**src/rtl/renas_line_refill_pkg.sv**
```systemverilog
// Shared types for the line refill engine: AHB master/slave bundles,
// AHB encodings and the refill FSM state enum.
package renas_line_refill_pkg;

    // Default number of 32-bit words in one L2 line.
    localparam int DEF_LINE_WORDS = 4;

    // AHB encodings used by the engine.
    localparam logic [1:0] HTRANS_IDLE   = 2'b00;
    localparam logic [1:0] HTRANS_NONSEQ = 2'b10;
    localparam logic [2:0] HSIZE_WORD    = 3'b010;
    localparam logic [2:0] HBURST_SINGLE = 3'b000;

    // Signals driven by the AHB master towards the slave.
    typedef struct packed {
        logic [31:0] haddr;
        logic        hwrite;
        logic [31:0] hwdata;
        logic [1:0]  htrans;
        logic [2:0]  hsize;
        logic [2:0]  hburst;
    } mas_send_type;

    // Signals returned by the AHB slave.
    typedef struct packed {
        logic        hreadyout;
        logic        hresp;
        logic [31:0] hrdata;
    } slv_send_type;

    // Refill engine states.
    typedef enum logic [1:0] {
        IDLE = 2'd0,
        ADDR = 2'd1,
        GAP  = 2'd2,
        DONE = 2'd3
    } refill_state_e;

endpackage

```
**src/rtl/renas_line_refill.sv**
```systemverilog
// Line transfer engine: turns one line refill / write-back request into
// LINE_WORDS single-word AHB transfers separated by idle gaps so the
// slave's req/ack handshake can re-arm between words.
//
// Request handshake: a request is accepted on a rising clk_l2 edge where
// req_valid and req_ready are both high; req_addr, req_write and req_wline
// are sampled on that edge only. Completion is signalled by a single-cycle
// rsp_valid pulse; rsp_err and rsp_rline are meaningful while it is high.
module renas_line_refill
    import renas_line_refill_pkg::*;
#(
    parameter int LINE_WORDS = DEF_LINE_WORDS,
    parameter int GAP_CYCLES = 2,
    parameter int TIMEOUT    = 64
) (
    input  logic                    clk_l2,
    input  logic                    rst,
    input  logic                    req_valid,
    output logic                    req_ready,
    input  logic                    req_write,
    input  logic [31:0]             req_addr,
    input  logic [32*LINE_WORDS-1:0] req_wline,
    output logic                    rsp_valid,
    output logic [32*LINE_WORDS-1:0] rsp_rline,
    output logic                    rsp_err,
    output logic                    mem_hsel,
    output mas_send_type            mem_out,
    input  slv_send_type            mem_in,
    output refill_state_e           dbg_state
);

    localparam int IW = $clog2(LINE_WORDS);
    localparam int GW = $clog2(GAP_CYCLES + 1);
    localparam int TW = $clog2(TIMEOUT + 1);
    localparam logic [IW-1:0] LAST_IDX = IW'(LINE_WORDS - 1);
    localparam logic [GW-1:0] GAP_LAST = GW'(GAP_CYCLES - 1);
    localparam logic [TW-1:0] TMO_LAST = TW'(TIMEOUT - 1);

    refill_state_e                state_q, state_d;
    logic [29-IW:0]               base_q, base_d;   // line-aligned address bits
    logic                         write_q, write_d;
    logic [LINE_WORDS-1:0][31:0]  line_q, line_d;   // write source / read assembly
    logic [LINE_WORDS-1:0][31:0]  rline_q, rline_d; // last completed refill line
    logic [IW-1:0]                idx_q, idx_d;
    logic [GW-1:0]                gap_q, gap_d;
    logic [TW-1:0]                tmo_q, tmo_d;
    logic                         err_q, err_d;
    logic [31:0]                  word_addr;

    // The in-line offset bits of req_addr are dropped on purpose.
    logic unused_addr_lsbs;
    assign unused_addr_lsbs = ^req_addr[IW+1:0];

    assign rsp_rline = rline_q;
    assign dbg_state = state_q;
    // Word index sits directly in the offset field, so it can never carry out of the line.
    assign word_addr = {base_q, idx_q, 2'b00};

    // Next-state logic, counters, data capture and bus outputs.
    always_comb begin
        state_d   = state_q;
        base_d    = base_q;
        write_d   = write_q;
        line_d    = line_q;
        rline_d   = rline_q;
        idx_d     = idx_q;
        gap_d     = gap_q;
        tmo_d     = tmo_q;
        err_d     = err_q;
        req_ready = 1'b0;
        rsp_valid = 1'b0;
        rsp_err   = 1'b0;
        mem_hsel  = 1'b0;
        mem_out   = '0;

        case (state_q)
            IDLE: begin
                req_ready = 1'b1;
                if (req_valid) begin
                    base_d  = req_addr[31:IW+2];
                    write_d = req_write;
                    line_d  = req_wline;
                    idx_d   = '0;
                    gap_d   = '0;
                    tmo_d   = '0;
                    err_d   = 1'b0;
                    state_d = ADDR;
                end
            end
            ADDR: begin
                mem_hsel       = 1'b1;
                mem_out.haddr  = word_addr;
                mem_out.hwrite = write_q;
                mem_out.hwdata = line_q[idx_q];
                mem_out.htrans = HTRANS_NONSEQ;
                mem_out.hsize  = HSIZE_WORD;
                mem_out.hburst = HBURST_SINGLE;
                tmo_d          = tmo_q + 1'b1;
                if (mem_in.hreadyout) begin
                    if (!write_q) begin
                        line_d[idx_q] = mem_in.hrdata;
                    end
                    if (mem_in.hresp) begin
                        err_d = 1'b1;
                    end
                    gap_d   = '0;
                    state_d = (idx_q == LAST_IDX) ? DONE : GAP;
                end else if (tmo_q == TMO_LAST) begin
                    err_d   = 1'b1;
                    state_d = DONE;
                end
                // Publish the assembled line as DONE is entered; write-backs leave it alone.
                if (state_d == DONE && !write_q) begin
                    rline_d = line_d;
                end
            end
            GAP: begin
                mem_out.haddr  = word_addr;
                mem_out.hwrite = write_q;
                mem_out.hwdata = line_q[idx_q];
                gap_d          = gap_q + 1'b1;
                if (gap_q == GAP_LAST) begin
                    gap_d   = '0;
                    idx_d   = idx_q + 1'b1;
                    tmo_d   = '0;
                    state_d = ADDR;
                end
            end
            DONE: begin
                rsp_valid = 1'b1;
                rsp_err   = err_q;
                state_d   = IDLE;
            end
            default: state_d = IDLE;
        endcase
    end

    // State and datapath registers; reset abandons any line in flight.
    always_ff @(posedge clk_l2 or posedge rst) begin
        if (rst) begin
            state_q <= IDLE;
            base_q  <= '0;
            write_q <= 1'b0;
            line_q  <= '0;
            rline_q <= '0;
            idx_q   <= '0;
            gap_q   <= '0;
            tmo_q   <= '0;
            err_q   <= 1'b0;
        end else begin
            state_q <= state_d;
            base_q  <= base_d;
            write_q <= write_d;
            line_q  <= line_d;
            rline_q <= rline_d;
            idx_q   <= idx_d;
            gap_q   <= gap_d;
            tmo_q   <= tmo_d;
            err_q   <= err_d;
        end
    end

endmodule

```
**config.mk**
```make
export PLATFORM = sky130hd
export DESIGN_NAME = renas_line_refill
export DESIGN_NICKNAME = d
export VERILOG_FILES = /design/src/rtl/renas_line_refill_pkg.sv /design/src/rtl/renas_line_refill.sv
export SDC_FILE = /design/constraint.sdc
export NUM_CORES = 1
export LEC_CHECK = 0
export CAP_MARGIN = 20
export CORE_MARGIN = 2
export CORE_UTILIZATION = 49
export CTS_CLUSTER_SIZE = 20
export DETAILED_ROUTE_END_ITERATION = 7
export GPL_TIMING_DRIVEN = 0
export PLACE_DENSITY = 0.82
export SYNTH_ARGS = -nofsm -noshare
export SYNTH_HDL_FRONTEND = slang
export SYNTH_SLANG_ARGS = --single-unit
```
**constraint.sdc**
```tcl
create_clock -name clk_l2 -period 13.1 [get_ports clk_l2]
set_input_delay 2.62 -clock clk_l2 [delete_from_list [all_inputs] [get_ports clk_l2]]
set_output_delay 2.62 -clock clk_l2 [all_outputs]
set_load 0.02 [all_outputs]
```
==> insert_results.sql <==
INSERT INTO impl_metrics (metric_group, metric, value, unit) VALUES
('worst_setup_path', 'worstSetupPathDepth', '5', ''),
('yosys', 'post-synth-top-area-fraction', '49.1', '%'),
('sta', 'hold-worst-slack', '0.493', 'ns'),
('drt', 'detail_route.wl_per_cell', '24.7', 'um'),
('worst_setup_path', 'arrival', '3.29', 'ns'),
('placement', 'globalplace.congestion', '0.938', ''),
('yosys', 'yosysWarnings', '0', ''),
('yosys', 'synth_adder_area_share', '0.739', '%'),
('yosys', 'yosys.area_share.simple', '12.3', '%'),
('worst_setup_path', 'startpoint_type', 'flip-flop', ''),
('clocking', 'post-cts-setup-buffers', '0', ''),
('worst_setup_path', 'crit_path_end_kind', 'primary output', ''),
('sta', 'hold_viol', '0', ''),
('yosys', 'synth.ff_latch_count', '299', ''),
('clocking', 'clk_latency_worst_skew_pair', '0.51', 'ns'),
('yosys', 'synth_most_common_cell', 'sky130_fd_sc_hd__dfrtp_1', ''),
('sta', 'final_worst_clock_skew', '0.0125', 'ns'),
('sta', 'period_share', '45.2', '%'),
('hold_path', 'hold-path-cell-count', '1', ''),
('final_layout', 'filler_cell_count', '2353', ''),
('clocking', 'cts-root-buf', 'sky130_fd_sc_hd__clkbuf_16', ''),
('worst_setup_path', 'worst-endpoint-required', '10.48', 'ns'),
('final_layout', 'syn2layout_area_growth', '35.6', '%'),
('global_routing', 'first_global_vias', '15413', ''),
('drt', 'via_count', '15322', ''),
('worst_setup_path', 'criticalPathCategory', 'flip-flop to primary output', ''),
('yosys', 'synth_area', '15200', 'um2'),
('power', 'p_leak', '0.00907', 'uW'),
('drt', 'viasPerCell', '6.31', ''),
('sta', 'max_slew.worst_pin.slew', '0.893', 'ns'),
('global_routing', 'initial_antenna_violation_count', '1', ''),
('yosys', 'synth_top_cell_by_area', 'sky130_fd_sc_hd__dfrtp_1', ''),
('worst_setup_path', 'worst_path_max_delay_cell', 'sky130_fd_sc_hd__clkbuf_1', ''),
('floorplan', 'ios', '405', ''),
('floorplan', 'placeableCoreArea', '30600', 'um2'),
('worst_setup_path', 'setup_slack_of_the_most_critical_reg_to_reg_path', '9.87', 'ns'),
('yosys', 'synth_enable_flop_cells', '0', ''),
('global_routing', 'grt_first_pass_wirelength', '89900', 'um'),
('global_routing', 'gr-total-overflow', '0', ''),
('yosys', 'avgSynthCellArea', '9.55', 'um2'),
('yosys', 'synth_flop_cell', 'sky130_fd_sc_hd__dfrtp_1', ''),
('run', 'cap_violations', '0', ''),
('drt', 'postRouteAntennaNets', '0', ''),
('yosys', 'post_synth_most_frequent_cells', 'sky130_fd_sc_hd__dfrtp_1 (299), sky130_fd_sc_hd__a21oi_1 (269), sky130_fd_sc_hd__nand2_1 (204)', ''),
('floorplan', 'rows', '64', ''),
('status', 'outcome', 'finished clean', ''),
('yosys', 'synth_xor_xnor_area_share', '0', '%'),
('final_layout', 'finalNonFillerCells', '2427', ''),
('yosys', 'synth.mux.area_fraction', '11.3', '%'),
('floorplan', 'floorplan.die_area', '32500', 'um2'),
('worst_setup_path', 'timing.reg2reg.worst_path_depth', '9', ''),
('floorplan', 'floorplan.initialDensity', '49.8', '%'),
('floorplan', 'chip_height', '180', 'um'),
('sta', 'setup_viol', '0', ''),
('worst_setup_path', 'critical_path.startpoint', 'dbg_state[0]$_DFFE_PP0P_', ''),
('global_routing', 'grt_usage', '35.7', '%'),
('global_routing', 'grt_start_max_net_pins', '121', ''),
('placement', 'inst_count_dp', '2364', ''),
('final_layout', 'drive_gt1_share', '10.9', '%'),
('clocking', 'cts.reportedPaths.clkPinSlew', '0.06', 'ns'),
('power', 'power', '5790', 'uW'),
('clocking', 'post_cts_resize_count', '0', ''),
('worst_setup_path', 'critical_path.max_fanout', '10', ''),
('worst_setup_path', 'endpoint', 'mem_out[27]', ''),
('drt', 'drt_pass1_iterations', '6', ''),
('power', 'power-per-cell-area', '280', 'nW/um2'),
('clocking', 'maximum_clock_insertion_buffer_count', '3', ''),
('final_layout', 'nNetsFinal', '2212', ''),
('sta', 'slew_headroom', '40.5', '%'),
('worst_setup_path', 'path_cells', 'inv_1 -> ha_1 -> clkbuf_1 -> and2_1 -> clkdlybuf4s50_1', ''),
('drt', 'drcViolationCount', '0', '');
power breakdown:
| group | internal, uW | leakage [uW] | switching (uW) | total (uW) |
|---|---|---|---|---|
| clock | 628 | 0.000591 | 407 | 1030 |
| combinational | 1320 | 0.00495 | 1750 | 3070 |
| sequential | 1350 | 0.00352 | 339 | 1690 |
logic make-up (layout without fill, tap and decap cells):
kind of cell    after synthesis  after routing
mux                         127            127
fa+ha+maj                     9              9
compound gates              513            513
other cells                   1              9
buf+inv                     218            645
flops                       299            299
simple gates                429            429
cell type report:
cell class,count,area (um2),share of cell area (%)
tap,396,495,2.40
antenna,1,2.50,0.0121
inverter,40,158,0.763
multi-input combinational,1086,6830,33.0
timing repair buffer,365,3690,17.8
buffer,178,810,3.92
clock buffer,46,1020,4.93
clock inverter,16,190,0.920
sequential,299,7480,36.2
worst register-to-register path, cell delays in order (launching register included):
cell and delay [ns]:
sky130_fd_sc_hd__dfrtp_1 0.40, sky130_fd_sc_hd__clkbuf_1 0.30, sky130_fd_sc_hd__buf_1 0.40, sky130_fd_sc_hd__inv_1 0.19, sky130_fd_sc_hd__ha_1 0.17, sky130_fd_sc_hd__nand3b_1 0.08, sky130_fd_sc_hd__buf_2 0.22, sky130_fd_sc_hd__a21oi_1 0.53
sky130_fd_sc_hd__clkbuf_1 0.59, sky130_fd_sc_hd__o21ai_0 0.20
flip-flops by register name, indices dropped and copies added, names as in the netlist:
signal	count
base_q	28
dbg_state	2
err_q	1
gap_q	2
idx_q	2
line_q	128
rsp_rline	128
tmo_q	7
write_q	1
stage by stage:
step           cell area, um2  utilization (%)  TNS, ns  worst slack, ns
5_1_grt                 20700             67.6        0             7.15
6_report                20700             67.6        0             7.19
4_1_cts                 20700             67.6        0             7.23
2_1_floorplan           15300                -        0             2.22
3_5_place_dp            19500             63.6        0             7.77
3_3_place_gp            19400             63.4  -427.22            -1.46
metal layers:
layer / share of wire (%) / track usage (%) / vias up
met5: 0 / 0 / -
met4: 6.3 / 20.9 / 0
met3: 12 / 9.58 / 257
met2: 47 / 56.9 / 1267
met1: 35 / 43.7 / 7379
li1: - / - / 6419
cells in the final DEF (no fill, tap or decap), drive strengths merged, types with 3 or more instances in the layout:
master and instances:
nand2 204, a22oi 62, a21oi 269, o22a 60
nor3 5, nand3b 5, a31oi 64, conb 8
inv 39, a221o 4, clkbuf 124, buf 102
o21ai 41, nand3 9, clkdlybuf4s50 363, mux4 32
clkinv 9, clkinvlp 4, nor2 123, and2 65
nand2b 7, mux2 29, o22ai 3, mux2i 66
ha 9, bufinv 4, dfrtp 299
worst min-delay path by stage:
stage	startpoint	endpoint	slack, ns
after global placement	base_q[22]$_DFFE_PP0P_	base_q[22]$_DFFE_PP0P_	0.48
after global routing	base_q[21]$_DFFE_PP0P_	base_q[21]$_DFFE_PP0P_	0.51
after floorplan	tmo_q[6]$_DFFE_PP0P_	tmo_q[6]$_DFFE_PP0P_	0.47
final	base_q[18]$_DFFE_PP0P_	base_q[18]$_DFFE_PP0P_	0.49
after CTS	base_q[18]$_DFFE_PP0P_	base_q[18]$_DFFE_PP0P_	0.50
after detailed placement	base_q[18]$_DFFE_PP0P_	base_q[18]$_DFFE_PP0P_	0.48
(Power assumes the default switching activity.)
